### src/rtl/vga_pkg.sv
// Shared VGA 640x480@60 timing constants, FSM state type and test-pattern colour table.
// Coordinates are signed so that the visible area starts at (0,0) and blanking is negative.
package vga_pkg;

  localparam int CORDW  = 16;

  localparam int H_FP   = 16;
  localparam int H_SYNC = 96;
  localparam int H_BP   = 48;
  localparam int H_ACT  = 640;

  localparam int V_FP   = 10;
  localparam int V_SYNC = 2;
  localparam int V_BP   = 33;
  localparam int V_ACT  = 480;

  localparam int H_STA  = -(H_FP + H_SYNC + H_BP);
  localparam int V_STA  = -(V_FP + V_SYNC + V_BP);

  typedef enum logic [1:0] {
    IDLE     = 2'd0,
    RUN      = 2'd1,
    STOPPING = 2'd2
  } vga_state_e;

  // Eight vertical bars, left to right, as {r,g,b}.
  function automatic logic [23:0] tp_colour(input logic [2:0] idx);
    logic [23:0] rgb;
    case (idx)
      3'd0:    rgb = 24'hFF_FF_FF;
      3'd1:    rgb = 24'hFF_FF_00;
      3'd2:    rgb = 24'h00_FF_FF;
      3'd3:    rgb = 24'h00_FF_00;
      3'd4:    rgb = 24'hFF_00_FF;
      3'd5:    rgb = 24'hFF_00_00;
      3'd6:    rgb = 24'h00_00_FF;
      default: rgb = 24'h00_00_00;
    endcase
    return rgb;
  endfunction

endpackage

### src/rtl/vga_sync_delay.sv
// DEPTH-stage shift register that realigns sync/blank (and test-pattern RGB) with the
// downstream registered RGB stage. DEPTH=0 is a straight wire.
module vga_sync_delay #(
  parameter int             DEPTH   = 1,
  parameter int             W       = 3,
  parameter logic [W-1:0]   RST_VAL = '0
) (
  input  logic         i_clk_25,
  input  logic         i_rst_n,
  input  logic [W-1:0] i_d,
  output logic [W-1:0] o_q
);

  generate
    if (DEPTH == 0) begin : g_bypass
      assign o_q = i_d;
    end else begin : g_pipe
      logic [W-1:0] r_pipe [DEPTH];

      always_ff @(posedge i_clk_25 or negedge i_rst_n) begin
        if (!i_rst_n) begin
          for (int i = 0; i < DEPTH; i++) r_pipe[i] <= RST_VAL;
        end else begin
          r_pipe[0] <= i_d;
          for (int i = 1; i < DEPTH; i++) r_pipe[i] <= r_pipe[i-1];
        end
      end

      assign o_q = r_pipe[DEPTH-1];
    end
  endgenerate

endmodule

### src/rtl/vga_timing_gen.sv
// VGA raster timing generator with frame-boundary start/stop control and delayed sync/blank.
// Optional macro VGA_TESTPAT_EN adds an 8-bar colour test pattern on o_tp_r/o_tp_g/o_tp_b.
module vga_timing_gen #(
  parameter int CORDW      = vga_pkg::CORDW,
  parameter int SYNC_DELAY = 1,
  parameter int FCNT_W     = 16,
  parameter int HFP        = vga_pkg::H_FP,
  parameter int HSW        = vga_pkg::H_SYNC,
  parameter int HBP        = vga_pkg::H_BP,
  parameter int HACT       = vga_pkg::H_ACT,
  parameter int VFP        = vga_pkg::V_FP,
  parameter int VSW        = vga_pkg::V_SYNC,
  parameter int VBP        = vga_pkg::V_BP,
  parameter int VACT       = vga_pkg::V_ACT
) (
  input  logic              i_clk_25,
  input  logic              i_rst_n,
  input  logic              i_start_display,
  output logic [CORDW-1:0]  o_sx,
  output logic [CORDW-1:0]  o_sy,
  output logic              o_de,
  output logic              o_line,
  output logic              o_frame,
  output logic              o_hs,
  output logic              o_vs,
  output logic              o_blank_n,
  output logic              o_sync_n,
  output logic [FCNT_W-1:0] o_frame_cnt,
  output logic              o_running,
  output logic [1:0]        o_dbg_state
`ifdef VGA_TESTPAT_EN
  ,
  output logic [7:0]        o_tp_r,
  output logic [7:0]        o_tp_g,
  output logic [7:0]        o_tp_b
`endif
);

  import vga_pkg::*;

  localparam int HSTA = -(HFP + HSW + HBP);
  localparam int VSTA = -(VFP + VSW + VBP);

  localparam logic signed [CORDW-1:0] C_HSTA   = CORDW'(HSTA);
  localparam logic signed [CORDW-1:0] C_HEND   = CORDW'(HACT - 1);
  localparam logic signed [CORDW-1:0] C_HS_BEG = CORDW'(HSTA + HFP);
  localparam logic signed [CORDW-1:0] C_HS_END = CORDW'(HSTA + HFP + HSW - 1);
  localparam logic signed [CORDW-1:0] C_VSTA   = CORDW'(VSTA);
  localparam logic signed [CORDW-1:0] C_VEND   = CORDW'(VACT - 1);
  localparam logic signed [CORDW-1:0] C_VS_BEG = CORDW'(VSTA + VFP);
  localparam logic signed [CORDW-1:0] C_VS_END = CORDW'(VSTA + VFP + VSW - 1);
  localparam logic signed [CORDW-1:0] C_ONE    = CORDW'(1);
  localparam logic [FCNT_W-1:0]       C_FCNT_ONE = FCNT_W'(1);

  vga_state_e               r_state;
  logic signed [CORDW-1:0]  r_sx, r_sy;
  logic                     r_de, r_line, r_frame, r_hs, r_vs, r_running;
  logic [FCNT_W-1:0]        r_fcnt;

  logic signed [CORDW-1:0]  w_nx, w_ny;
  logic                     w_eol, w_wrap, w_stop_now;
  logic                     w_n_de, w_n_hs, w_n_vs;

  // Next raster position and its decoded sync/active flags.
  always_comb begin
    w_eol      = (r_sx == C_HEND);
    w_wrap     = w_eol && (r_sy == C_VEND);
    w_stop_now = w_wrap && !i_start_display;
    w_nx       = w_eol ? C_HSTA : r_sx + C_ONE;
    w_ny       = r_sy;
    if (w_eol) w_ny = (r_sy == C_VEND) ? C_VSTA : r_sy + C_ONE;
    w_n_de = !w_nx[CORDW-1] && !w_ny[CORDW-1];
    w_n_hs = !((w_nx >= C_HS_BEG) && (w_nx <= C_HS_END));
    w_n_vs = !((w_ny >= C_VS_BEG) && (w_ny <= C_VS_END));
  end

  // Start is sampled continuously; stopping is only honoured at the frame wrap.
  always_ff @(posedge i_clk_25 or negedge i_rst_n) begin
    if (!i_rst_n) begin
      r_state   <= IDLE;
      r_sx      <= C_HSTA;
      r_sy      <= C_VSTA;
      r_de      <= 1'b0;
      r_line    <= 1'b0;
      r_frame   <= 1'b0;
      r_hs      <= 1'b1;
      r_vs      <= 1'b1;
      r_fcnt    <= '0;
      r_running <= 1'b0;
    end else begin
      case (r_state)
        IDLE: begin
          r_sx      <= C_HSTA;
          r_sy      <= C_VSTA;
          r_de      <= 1'b0;
          r_hs      <= 1'b1;
          r_vs      <= 1'b1;
          r_line    <= i_start_display;
          r_frame   <= i_start_display;
          r_running <= i_start_display;
          if (i_start_display) r_state <= RUN;
        end
        RUN, STOPPING: begin
          if (w_wrap) r_fcnt <= r_fcnt + C_FCNT_ONE;
          if (w_stop_now) begin
            r_state   <= IDLE;
            r_running <= 1'b0;
            r_sx      <= C_HSTA;
            r_sy      <= C_VSTA;
            r_de      <= 1'b0;
            r_line    <= 1'b0;
            r_frame   <= 1'b0;
            r_hs      <= 1'b1;
            r_vs      <= 1'b1;
          end else begin
            r_running <= 1'b1;
            if (w_wrap)                r_state <= RUN;
            else if (!i_start_display) r_state <= STOPPING;
            r_sx    <= w_nx;
            r_sy    <= w_ny;
            r_de    <= w_n_de;
            r_line  <= w_eol;
            r_frame <= w_wrap;
            r_hs    <= w_n_hs;
            r_vs    <= w_n_vs;
          end
        end
        default: r_state <= IDLE;
      endcase
    end
  end

`ifdef VGA_TESTPAT_EN
  localparam logic [CORDW-1:0] C_BAR_W = CORDW'(HACT / 8);
  localparam int DW = 27;

  logic [23:0]      r_tp;
  logic [CORDW-1:0] w_nx_u;
  logic [2:0]       w_bar;

  assign w_nx_u = w_nx;
  assign w_bar  = 3'(w_nx_u / C_BAR_W);

  always_ff @(posedge i_clk_25 or negedge i_rst_n) begin
    if (!i_rst_n)                               r_tp <= '0;
    else if (r_state != IDLE && !w_stop_now)    r_tp <= w_n_de ? tp_colour(w_bar) : 24'h0;
    else                                        r_tp <= '0;
  end

  logic [DW-1:0] w_d_in, w_d_out;
  assign w_d_in = {r_hs, r_vs, r_de, r_tp};
  assign {o_tp_r, o_tp_g, o_tp_b} = w_d_out[23:0];
`else
  localparam int DW = 3;
  logic [DW-1:0] w_d_in, w_d_out;
  assign w_d_in = {r_hs, r_vs, r_de};
`endif

  localparam logic [DW-1:0] C_D_RST = {2'b11, {(DW-2){1'b0}}};

  vga_sync_delay #(
    .DEPTH   (SYNC_DELAY),
    .W       (DW),
    .RST_VAL (C_D_RST)
  ) u_sync_delay (
    .i_clk_25 (i_clk_25),
    .i_rst_n  (i_rst_n),
    .i_d      (w_d_in),
    .o_q      (w_d_out)
  );

  assign o_hs        = w_d_out[DW-1];
  assign o_vs        = w_d_out[DW-2];
  assign o_blank_n   = w_d_out[DW-3];
  assign o_sx        = r_sx;
  assign o_sy        = r_sy;
  assign o_de        = r_de;
  assign o_line      = r_line;
  assign o_frame     = r_frame;
  assign o_sync_n    = 1'b0;
  assign o_frame_cnt = r_fcnt;
  assign o_running   = r_running;
  assign o_dbg_state = r_state;

endmodule

### config.mk
export PLATFORM = sky130hd
export DESIGN_NAME = vga_timing_gen
export DESIGN_NICKNAME = d
export VERILOG_FILES = /design/src/rtl/vga_pkg.sv /design/src/rtl/vga_sync_delay.sv /design/src/rtl/vga_timing_gen.sv
export SDC_FILE = /design/constraint.sdc
export NUM_CORES = 1
export LEC_CHECK = 0
export CORE_MARGIN = 5
export CORE_UTILIZATION = 55
export CTS_CLUSTER_DIAMETER = 150
export DETAILED_ROUTE_END_ITERATION = 12
export DONT_BUFFER_PORTS = 1
export MAX_ROUTING_LAYER = met4
export PLACE_DENSITY = 0.7
export SLEW_MARGIN = 30
export SYNTH_ARGS = -nofsm -noshare
export SYNTH_HDL_FRONTEND = slang
export SYNTH_SLANG_ARGS = --single-unit
### constraint.sdc
create_clock -name i_clk_25 -period 2.9 [get_ports i_clk_25]
set_input_delay 0.435 -clock i_clk_25 [delete_from_list [all_inputs] [get_ports i_clk_25]]
set_output_delay 0.435 -clock i_clk_25 [all_outputs]
set_load 0.03 [all_outputs]
==> run metrics <==
Fillers=522; hpwl dp=6860 um; predominant post-synthesis flop cell=dfrtp_1; post-synth net total=409; maxcap violations=0; crit path launch type=flip-flop; CTS HTree Levels=3; CTS Buf Count=9; Initial Util=56.3%; RSZ-0062 raised after global routing=no; maximum clock rate=365 MHz; Crit Reg-Reg Endpoint=r_vs; Setup Skew=0.00874 ns; drt pass-1 iters=5; critical path required time=3.15 ns; post-route ant nets=0; GRT overflow=0; CTS tree=yes; post-synth top area cell=dfrtp_1; max-slew violation count=0; Worst-Margin Slew=0.824 ns; Layout Utilization=65.0%; post-synthesis sequential area ratio=42.5%; Setup crit end kind=flip-flop; Synth Warn #=0; Setup crit start=o_sx[9]; final setup fails=0; cell row count=29; Iteration-0 DRC Markers=265; cell count after synthesis=400; GRT met2 Usage=37.9%; crit path DAT=2.99 ns; M1 GR Usage=32.1%; CP max FO=8; Slew HR=44.8%; Tcrit/Tclk final=94.5%; busiest metal layer after global routing=met2; final WL=9710 um; ys async rst share=100%; Hold Path Class=input pin to flip-flop; Synth Register Bits=59; met3 usage=7.67%; vias in the first global route=3084; IO Port Bufs=0; commonest non-fill, non-tap cells in the layout=nand2_1, nor2_1, buf_4; vias per inst=6.45; Die Area=8170 um2; initial antenna violation count=0; first-pass GRT wire length=16100 um; # DRC=0; via count=3252; post-synth top area share=22.5%; finished layout cell area=4100 um2; status=complete, no violations; Layout area overhead=15.5%; Avg Cell Area, Syn=8.88 um2; Clock Latency Late Sink=0.34 ns; Leak=1.75 nW; Synth area leaders=dfrtp_1, dfstp_2, nand2_1, nand3_1, nor2_1; Diodes inserted=0; DP Area=3800 um2; Clock Tree Root=clkbuf_8; layout cells sized above 1=20.6%; Crit Path Class=flip-flop to flip-flop; Pwr Density=720 nW/um2; Sink Count=59; worst r2r src=o_sx[9]; commonest non-fill, non-tap cell in the layout=nand2_1; largest net degree at the start of global routing=60; Nets=431; die height=90.4 um; reg-to-reg setup timing slack=0.16 ns; GRT Util Overall=24.9%; Max VDD drop=0.000449 V; Final Hold Viols=0; R2R cell count=6; Ports=61; synthesized area=3550 um2; CTS Buffer Depth=2; Synth cell types=62; clk slew on worst S/H paths=0.06 ns; GP Congestion=0.969; Final min period=2.74 ns; total setup buffers inserted after CTS=0; Die X=90.4 um; wire length per cell=19.3 um; Worst setup endpoint=r_vs; Core Box Area=6310 um2; hold_ws=0.204 ns; Setup TNS Final=0 ns; Post-synth EDFFs=0
logic make-up after synthesis:
| logic type | after synthesis | share of synthesized area (%) |
|---|---|---|
| adder cells (fa/ha/maj) | 6 | 2.11 |
| multiplexers | 4 | 1.20 |
| AO/OA/AOI/OAI | 98 | 18.3 |
| flip-flops | 59 | 42.5 |
| buffers and inverters | 37 | 4.26 |
| AND/OR/NAND/NOR | 174 | 26.3 |
| other | 1 | 0.106 |
| XOR/XNOR | 21 | 5.18 |
worst min-delay path by stage:
stage,slack (ns),start,cells past startpoint,to
floorplan,0.14,i_rst_n,0,o_dbg_state[0]
global placement,0.14,i_rst_n,0,o_sx[2]
detailed placement,0.14,i_rst_n,0,o_sx[2]
CTS,0.19,i_start_display,1,o_dbg_state[1]
global route,0.20,i_start_display,1,o_dbg_state[1]
finish,0.20,i_start_display,1,o_dbg_state[1]
cell usage after synthesis, drive strengths merged (3+ instances only):
library cell,count
a211oi,4
nand3,27
and2,7
and3,10
o31a,3
o21ai,24
or4,5
nand4,12
dfrtp,32
inv,11
a32o,3
o21a,3
nand2,43
nor2,36
a21oi,25
xnor2,8
xor2,13
a31oi,4
o31ai,3
a211o,5
and4,7
nor4,9
clkbuf,22
ha,6
nor3,9
buf,3
dfstp,27
stage by stage:
stage / power (mW) / setup slack [ns] / instances
global placement: 1.96 / 0.125 / 486
finish: 2.95 / 0.158 / 504
global route: 3.12 / 0.0772 / 504
floorplan: 1.66 / 0.254 / 400
detailed placement: 1.97 / 0.185 / 486
CTS: 2.96 / 0.167 / 504
metal layers:
| layer | wire, um | vias up |
|---|---|---|
| met5 | 0 | - |
| met4 | 146 | 0 |
| met3 | 851 | 15 |
| met2 | 4570 | 143 |
| met1 | 4140 | 1586 |
| li1 | - | 1508 |
registers in the layout (all words and copies together) (netlist names):
register,flops
o_dbg_state,2
o_line,1
o_de,1
o_frame_cnt,16
o_frame,1
o_sy,16
o_running,1
r_hs,1
r_vs,1
o_sx,16
u_sync_delay.o_q,3
area by class of cell:
type / instances / area, um2 / share of cell area [%]
tap: 77 / 96.3 / 2.35
inverter: 12 / 45.0 / 1.10
clock inverter: 4 / 95.1 / 2.32
clock buffer: 12 / 165 / 4.03
sequential: 59 / 1510 / 36.8
multi-input combinational: 304 / 1900 / 46.2
timing repair buffer: 36 / 293 / 7.14
timing repair:
item | in CTS | in global routing
hold buffers | 2 | 0
endpoints found under the hold margin | 59 | 0
endpoints found under the setup margin | 0 | 1
resized for setup | 0 | 1
power by group:
group / internal, mW / switching (mW)
clock: 0.640 / 0.325
combinational: 0.306 / 0.660
sequential: 0.912 / 0.112
total: 1.86 / 1.10
critical path: stages (launching register included):
cell and delay (ns):
dfstp_2 0.68, or3b_2 0.55, nor4_2 0.43, nand4_1 0.18, mux2i_1 0.21, nor4_1 0.44, a32oi_1 0.16
(Power assumes the default switching activity.)
